==> src/rtl/hanoi_display_capture.sv <==
// Passive readback of the Hanoi multiplexed 7-segment display: filters and decodes digits,
// rebuilds four-slot frames, and reports the recovered board, win banner and legality.
module hanoi_display_capture #(
    parameter int unsigned STABLE_CYCLES = 16,
    parameter int unsigned BLANK_TIMEOUT = 1_000_000
) (
    input  logic       msclk,
    input  logic       rst,
    input  logic [7:0] seg,
    input  logic [3:0] an,
    output logic [3:0] peg0,
    output logic [3:0] peg1,
    output logic [3:0] peg2,
    output logic [3:0] peg3,
    output logic       win,
    output logic       frame_valid,
    output logic       legal,
    output logic       blank,
    output logic [7:0] glyph_err
);

    localparam logic [7:0] StabMax = 8'(STABLE_CYCLES);
    localparam logic [7:0] StabAcc = 8'(STABLE_CYCLES - 2);
    localparam int unsigned BlankW = $clog2(BLANK_TIMEOUT + 1);
    localparam logic [BlankW-1:0] BlankMax = BlankW'(BLANK_TIMEOUT);

    typedef enum logic [1:0] {StIdle, StFill, StCommit} state_e;

    logic [11:0]       samp_q, prev_q;
    logic [7:0]        stab_q;
    logic              match;
    logic              slot_ok;
    logic [1:0]        slot;
    logic              accept;
    logic [7:0]        ban_glyph;
    logic              disk_ok, is_banner, bad;
    logic [3:0]        nib;
    logic [BlankW-1:0] blank_cnt_q;

    state_e            state_q;
    logic [3:0]        seen_q;
    logic              dirty_q;
    logic [3:0][3:0]   stage_nib_q;
    logic [3:0]        stage_ban_q;
    logic              mixed, legal_c;
    logic [3:0]        or_all, overlap;

    // samp_q is the compare stage; a digit counts only once it matches its own previous sample
    assign match  = (samp_q == prev_q);
    assign accept = match && (stab_q == StabAcc) && slot_ok;

    always_ff @(posedge msclk or posedge rst) begin
        if (rst) begin
            samp_q <= 12'hFFF;
            prev_q <= 12'hFFF;
            stab_q <= 8'd0;
        end else begin
            samp_q <= {an, seg};
            prev_q <= samp_q;
            if (!match) begin
                stab_q <= 8'd0;
            end else if (stab_q != StabMax) begin
                stab_q <= stab_q + 8'd1;
            end
        end
    end

    always_comb begin
        slot_ok = 1'b1;
        slot    = 2'd0;
        case (samp_q[11:8])
            4'b0111: slot = 2'd0;
            4'b1110: slot = 2'd1;
            4'b1101: slot = 2'd2;
            4'b1011: slot = 2'd3;
            default: slot_ok = 1'b0;
        endcase
    end

    always_comb begin
        ban_glyph = 8'b10001001;
        case (slot)
            2'd0: ban_glyph = 8'b10001001;
            2'd1: ban_glyph = 8'b10001000;
            2'd2: ban_glyph = 8'b10000110;
            2'd3: ban_glyph = 8'b10010001;
            default: ban_glyph = 8'b10001001;
        endcase
    end

    assign disk_ok   = samp_q[5] & samp_q[4] & samp_q[2] & samp_q[1];
    assign nib       = {~samp_q[7], ~samp_q[3], ~samp_q[6], ~samp_q[0]};
    assign is_banner = (samp_q[7:0] == ban_glyph);
    assign bad       = !disk_ok && !is_banner;

    always_comb begin
        or_all  = stage_nib_q[0] | stage_nib_q[1] | stage_nib_q[2] | stage_nib_q[3];
        overlap = (stage_nib_q[0] & stage_nib_q[1]) | (stage_nib_q[0] & stage_nib_q[2])
                | (stage_nib_q[0] & stage_nib_q[3]) | (stage_nib_q[1] & stage_nib_q[2])
                | (stage_nib_q[1] & stage_nib_q[3]) | (stage_nib_q[2] & stage_nib_q[3]);
        legal_c = (or_all == 4'hF) && (overlap == 4'h0);
        // Banner and disk digits in one frame cannot describe a real game state
        mixed   = (|stage_ban_q) && !(&stage_ban_q);
    end

    always_ff @(posedge msclk or posedge rst) begin
        if (rst) begin
            state_q     <= StIdle;
            seen_q      <= 4'h0;
            dirty_q     <= 1'b0;
            stage_nib_q <= '0;
            stage_ban_q <= 4'h0;
            peg0        <= 4'h0;
            peg1        <= 4'h0;
            peg2        <= 4'h0;
            peg3        <= 4'h0;
            win         <= 1'b0;
            legal       <= 1'b0;
            frame_valid <= 1'b0;
            glyph_err   <= 8'd0;
        end else begin
            frame_valid <= 1'b0;
            if (accept) begin
                stage_nib_q[slot] <= disk_ok ? nib : 4'h0;
                stage_ban_q[slot] <= is_banner;
                seen_q[slot]      <= 1'b1;
                if (bad) begin
                    dirty_q <= 1'b1;
                    if (glyph_err != 8'hFF) glyph_err <= glyph_err + 8'd1;
                end
            end
            case (state_q)
                StIdle: if (accept) state_q <= StFill;
                StFill: if (seen_q == 4'hF) state_q <= StCommit;
                StCommit: begin
                    if (!dirty_q && !mixed) begin
                        peg0        <= stage_nib_q[0];
                        peg1        <= stage_nib_q[1];
                        peg2        <= stage_nib_q[2];
                        peg3        <= stage_nib_q[3];
                        win         <= &stage_ban_q;
                        legal       <= legal_c;
                        frame_valid <= 1'b1;
                    end
                    // A digit landing on the commit cycle opens the next frame
                    seen_q  <= accept ? (4'b0001 << slot) : 4'h0;
                    dirty_q <= accept && bad;
                    state_q <= accept ? StFill : StIdle;
                end
                default: state_q <= StIdle;
            endcase
        end
    end

    always_ff @(posedge msclk or posedge rst) begin
        if (rst) begin
            blank_cnt_q <= '0;
            blank       <= 1'b0;
        end else if (samp_q[11:8] != 4'b1111) begin
            blank_cnt_q <= '0;
            blank       <= 1'b0;
        end else begin
            if (blank_cnt_q != BlankMax) blank_cnt_q <= blank_cnt_q + 1'b1;
            blank <= (blank_cnt_q >= BlankMax - 1'b1);
        end
    end

endmodule
==> config.mk <==
export PLATFORM = sky130hd
export DESIGN_NAME = hanoi_display_capture
export DESIGN_NICKNAME = d
export VERILOG_FILES = /design/src/rtl/hanoi_display_capture.sv
export SDC_FILE = /design/constraint.sdc
export NUM_CORES = 1
export LEC_CHECK = 0
export ABC_AREA = 1
export BUFFER_PORTS_ARGS = -buffer_cell sky130_fd_sc_hd__buf_2
export CORE_MARGIN = 2
export CORE_UTILIZATION = 41
export CTS_CLUSTER_DIAMETER = 50
export DETAILED_ROUTE_END_ITERATION = 8
export PLACE_DENSITY_LB_ADDON = 0.1
export SYNTH_ARGS = -nofsm -noshare
export SYNTH_HDL_FRONTEND = slang
export SYNTH_SLANG_ARGS = --single-unit
==> constraint.sdc <==
create_clock -name msclk -period 3.9 [get_ports msclk]
set_clock_uncertainty 0.15 [all_clocks]
set_input_delay 0.39 -clock msclk [delete_from_list [all_inputs] [get_ports msclk]]
set_output_delay 0.39 -clock msclk [all_outputs]
set_load 0.02 [all_outputs]
==> flow_summary.json <==
{
  "nets": 667,
  "cts_buffer_depth": 2,
  "yosysUniqueCellTypes": 34,
  "power_frac_clock_pct": 43.3,
  "cts_num_sinks": 107,
  "initial_core_util_pct": 42.01,
  "cts-root-buf": "clkbuf_16",
  "synth_area_leaders": "dfrtp_1, dfstp_2, nand2_1, inv_1, nor2_1",
  "overflow": 0,
  "p_sw_w": 0.0004502,
  "slew_viol_final": 0,
  "ys.flop_type": "dfrtp_1",
  "ir_worst_vdd_uv": 237.9,
  "cts_tree": "yes",
  "maxCapViolCount": 0,
  "wl_per_cell_microns": 12.30,
  "drcViolationCount": 0,
  "tightest_slew_ps": 1054,
  "p_int_w": 0.001710,
  "vias": 3872,
  "syn_nets": 612,
  "cts_setup_buffers": 0,
  "syn_area_sq_mm": 0.005067,
  "dieArea_sq_mm": 0.01326,
  "drtIter0Drc": 226,
  "rows": 40,
  "yosys_warnings": 0,
  "async_flop_share_pct": 100.0,
  "die_y_microns": 115.2,
  "diodes": 0,
  "grt_start_max_net_pins": 61,
  "synth_edf_count": 0,
  "grt_pass1_wl_microns": 17670,
  "reg2reg_slack_ps": 1410,
  "insertion_delay_ps": 350,
  "vias_per_cell": 4.745,
  "drt_wl_total_microns": 10040,
  "reg2reg_from": "samp_q[11]",
  "cts_buffers": 9,
  "die_x_microns": 115.2,
  "syn_inst": 588,
  "syn_area_per_cell_sq_um": 8.618,
  "p_leak_nw": 2.807,
  "grt_usage_pct": 16.79,
  "relSlewSlack_pct": 29.55,
  "antenna_found_initial": 0,
  "min_period_ps": 2487,
  "design.core.area_sq_mm": 0.01206,
  "synth.most_common_cell": "nand2_1",
  "drt_pass1_iterations": 4,
  "pwr_density_cell_mw_per_mm2": 368.4,
  "endpoint": "glyph_err[1]",
  "p_seq_share_pct": 53.0,
  "drive_gt1_share_pct": 15.59,
  "whs_ps": 25.64,
  "critical_path_class": "reg2reg",
  "io_pins": 42,
  "swShare_pct": 20.84,
  "rsz0062_at_grt": "false",
  "crit_arrival_ps": 2620,
  "run_status": "finished clean",
  "setup_viol": 0,
  "synth_area_leader_cell": "dfrtp_1",
  "cp-start-kind": "flip-flop",
  "portBuffers": 41,
  "fmax_ghz": 0.4020,
  "worstSetupEndpointType": "flip-flop",
  "p_comb_share_pct": 3.7,
  "detailed_place.area_sq_mm": 0.005429,
  "dpl.hpwl_microns": 7233,
  "critPathMaxFanout": 8,
  "finalCritPeriodShare_pct": 63.78,
  "required_ps": 4040,
  "r2r_end": "glyph_err[1]",
  "path_clk_slew_ps": 70,
  "grt_pass1_vias": 3713,
  "htreeDepth": 3,
  "synth-seq-area-share_pct": 53.43,
  "postLayoutCellArea_sq_mm": 0.005863,
  "min_path_type": "in2async",
  "synthTopCellsByCount": "nand2_1, dfrtp_1, inv_1, nor2_1, nand3_1",
  "yosysTopAreaCellShare_pct": 40.99,
  "r2r_cells": 12,
  "setup_tns_ps": 0,
  "ys_ff_latch": 107,
  "post-route-util_pct": 48.61,
  "hold_viol": 0,
  "globalplace.congestion": 0.8912,
  "ant_nets": 0,
  "startpoint": "samp_q[11]",
  "area_growth_pct": 15.70
}
registers in the layout, summed over array words and instances (netlist names), 8 cells and up:
| signal | count |
|---|---|
| prev_q | 12 |
| blank_cnt_q | 20 |
| glyph_err | 8 |
| stage_nib_q | 16 |
| stab_q | 8 |
| samp_q | 12 |
per-stage QoR:
step	setup slack [ps]	cells	power, W
after global routing	1081	816	0.002263
after detailed placement	1426	788	0.001239
after floorplan	582.5	588	0.001213
after global placement	1495	788	0.001237
final	1413	816	0.002160
after CTS	1405	816	0.002195
worst min path at each step:
stage | to | slack, ps | cells past startpoint
2_1_floorplan | prev_q[5] | 210 | 0
3_3_place_gp | prev_q[5] | 210 | 0
3_5_place_dp | prev_q[5] | 220 | 0
4_1_cts | peg3[0] | 60 | 2
5_1_grt | peg1[3] | 110 | 2
6_report | peg0[3] | 30 | 2
metal layers:
metal | part of all wire (%) | global-route usage, %
met1 | 51 | 24.37
met2 | 44 | 25.02
met3 | 3.2 | 2.899
met4 | 2.0 | 6.747
met5 | 0 | 0
kinds of logic (layout without fill, tap and decap cells):
kind of cell | after synthesis | after routing | synth area share, %
fa+ha+maj | 11 | 11 | 2.667
flops | 107 | 107 | 53.43
xor+xnor | 23 | 23 | 3.975
buf+inv | 86 | 146 | 6.963
compound gates | 73 | 73 | 7.852
simple gates | 288 | 288 | 25.11
layout make-up:
type                            count  area [sq um]
Fill cell                        1149          6198
Sequential cell                   107          2708
Multi-Input combinational cell    395          2007
Timing Repair Buffer               55         340.3
Clock buffer                       16         314.1
Inverter                           75         284.0
Tap cell                          168         210.2
power by group through the flow:
stage / clock (W) / sequential (W) / combinational (W)
global placement: 0 / 0.00116 / 0.0000725
detailed placement: 0 / 0.00117 / 0.0000742
floorplan: 0 / 0.00116 / 0.0000509
CTS: 0.000967 / 0.00114 / 0.0000836
finish: 0.000935 / 0.00114 / 0.0000800
global route: 0.00102 / 0.00115 / 0.0000954
timing repair:
item,4_1_cts,5_1_grt
hold buffers,12,0
endpoints found under the hold margin,12,0
resized for setup,0,0
worst max-delay path, cell delays in order (launching register included):
cell and delay, ps:
dfstp_2 590, nand2_1 90, nor3_1 220, nor2_1 130, ha_1 310, xor2_1 140
nor2_1 110, nand3_1 100, nor2_1 100, nor2_1 50, nand3_1 270, nand2_1 80
nand2_1 70
placed cells by master (no fill, tap or decap), types with 2 or more instances in the layout:
cell           instances
nand4_1               18
clkbuf_1               3
dfrtp_1               83
or2_2                  3
a21oi_1               13
nor4_1                 2
o22ai_1                2
nand2_1              148
nand3_1               32
nand2_4                2
xnor2_1               13
inv_1                 72
inv_2                  2
a211oi_1               3
ha_1                  10
buf_4                  2
dlygate4sd3_1         12
nor3_1                16
xor2_1                10
nand2_2                7
buf_2                 41
o21ai_1               18
nor2_4                 2
o21ai_2                2
o31ai_1                2
clkbuf_16             11
dfstp_2               24
o21ai_0               29
nor2_1                54
clkbuf_8               2
o211ai_1               2
(Power assumes the default switching activity.)
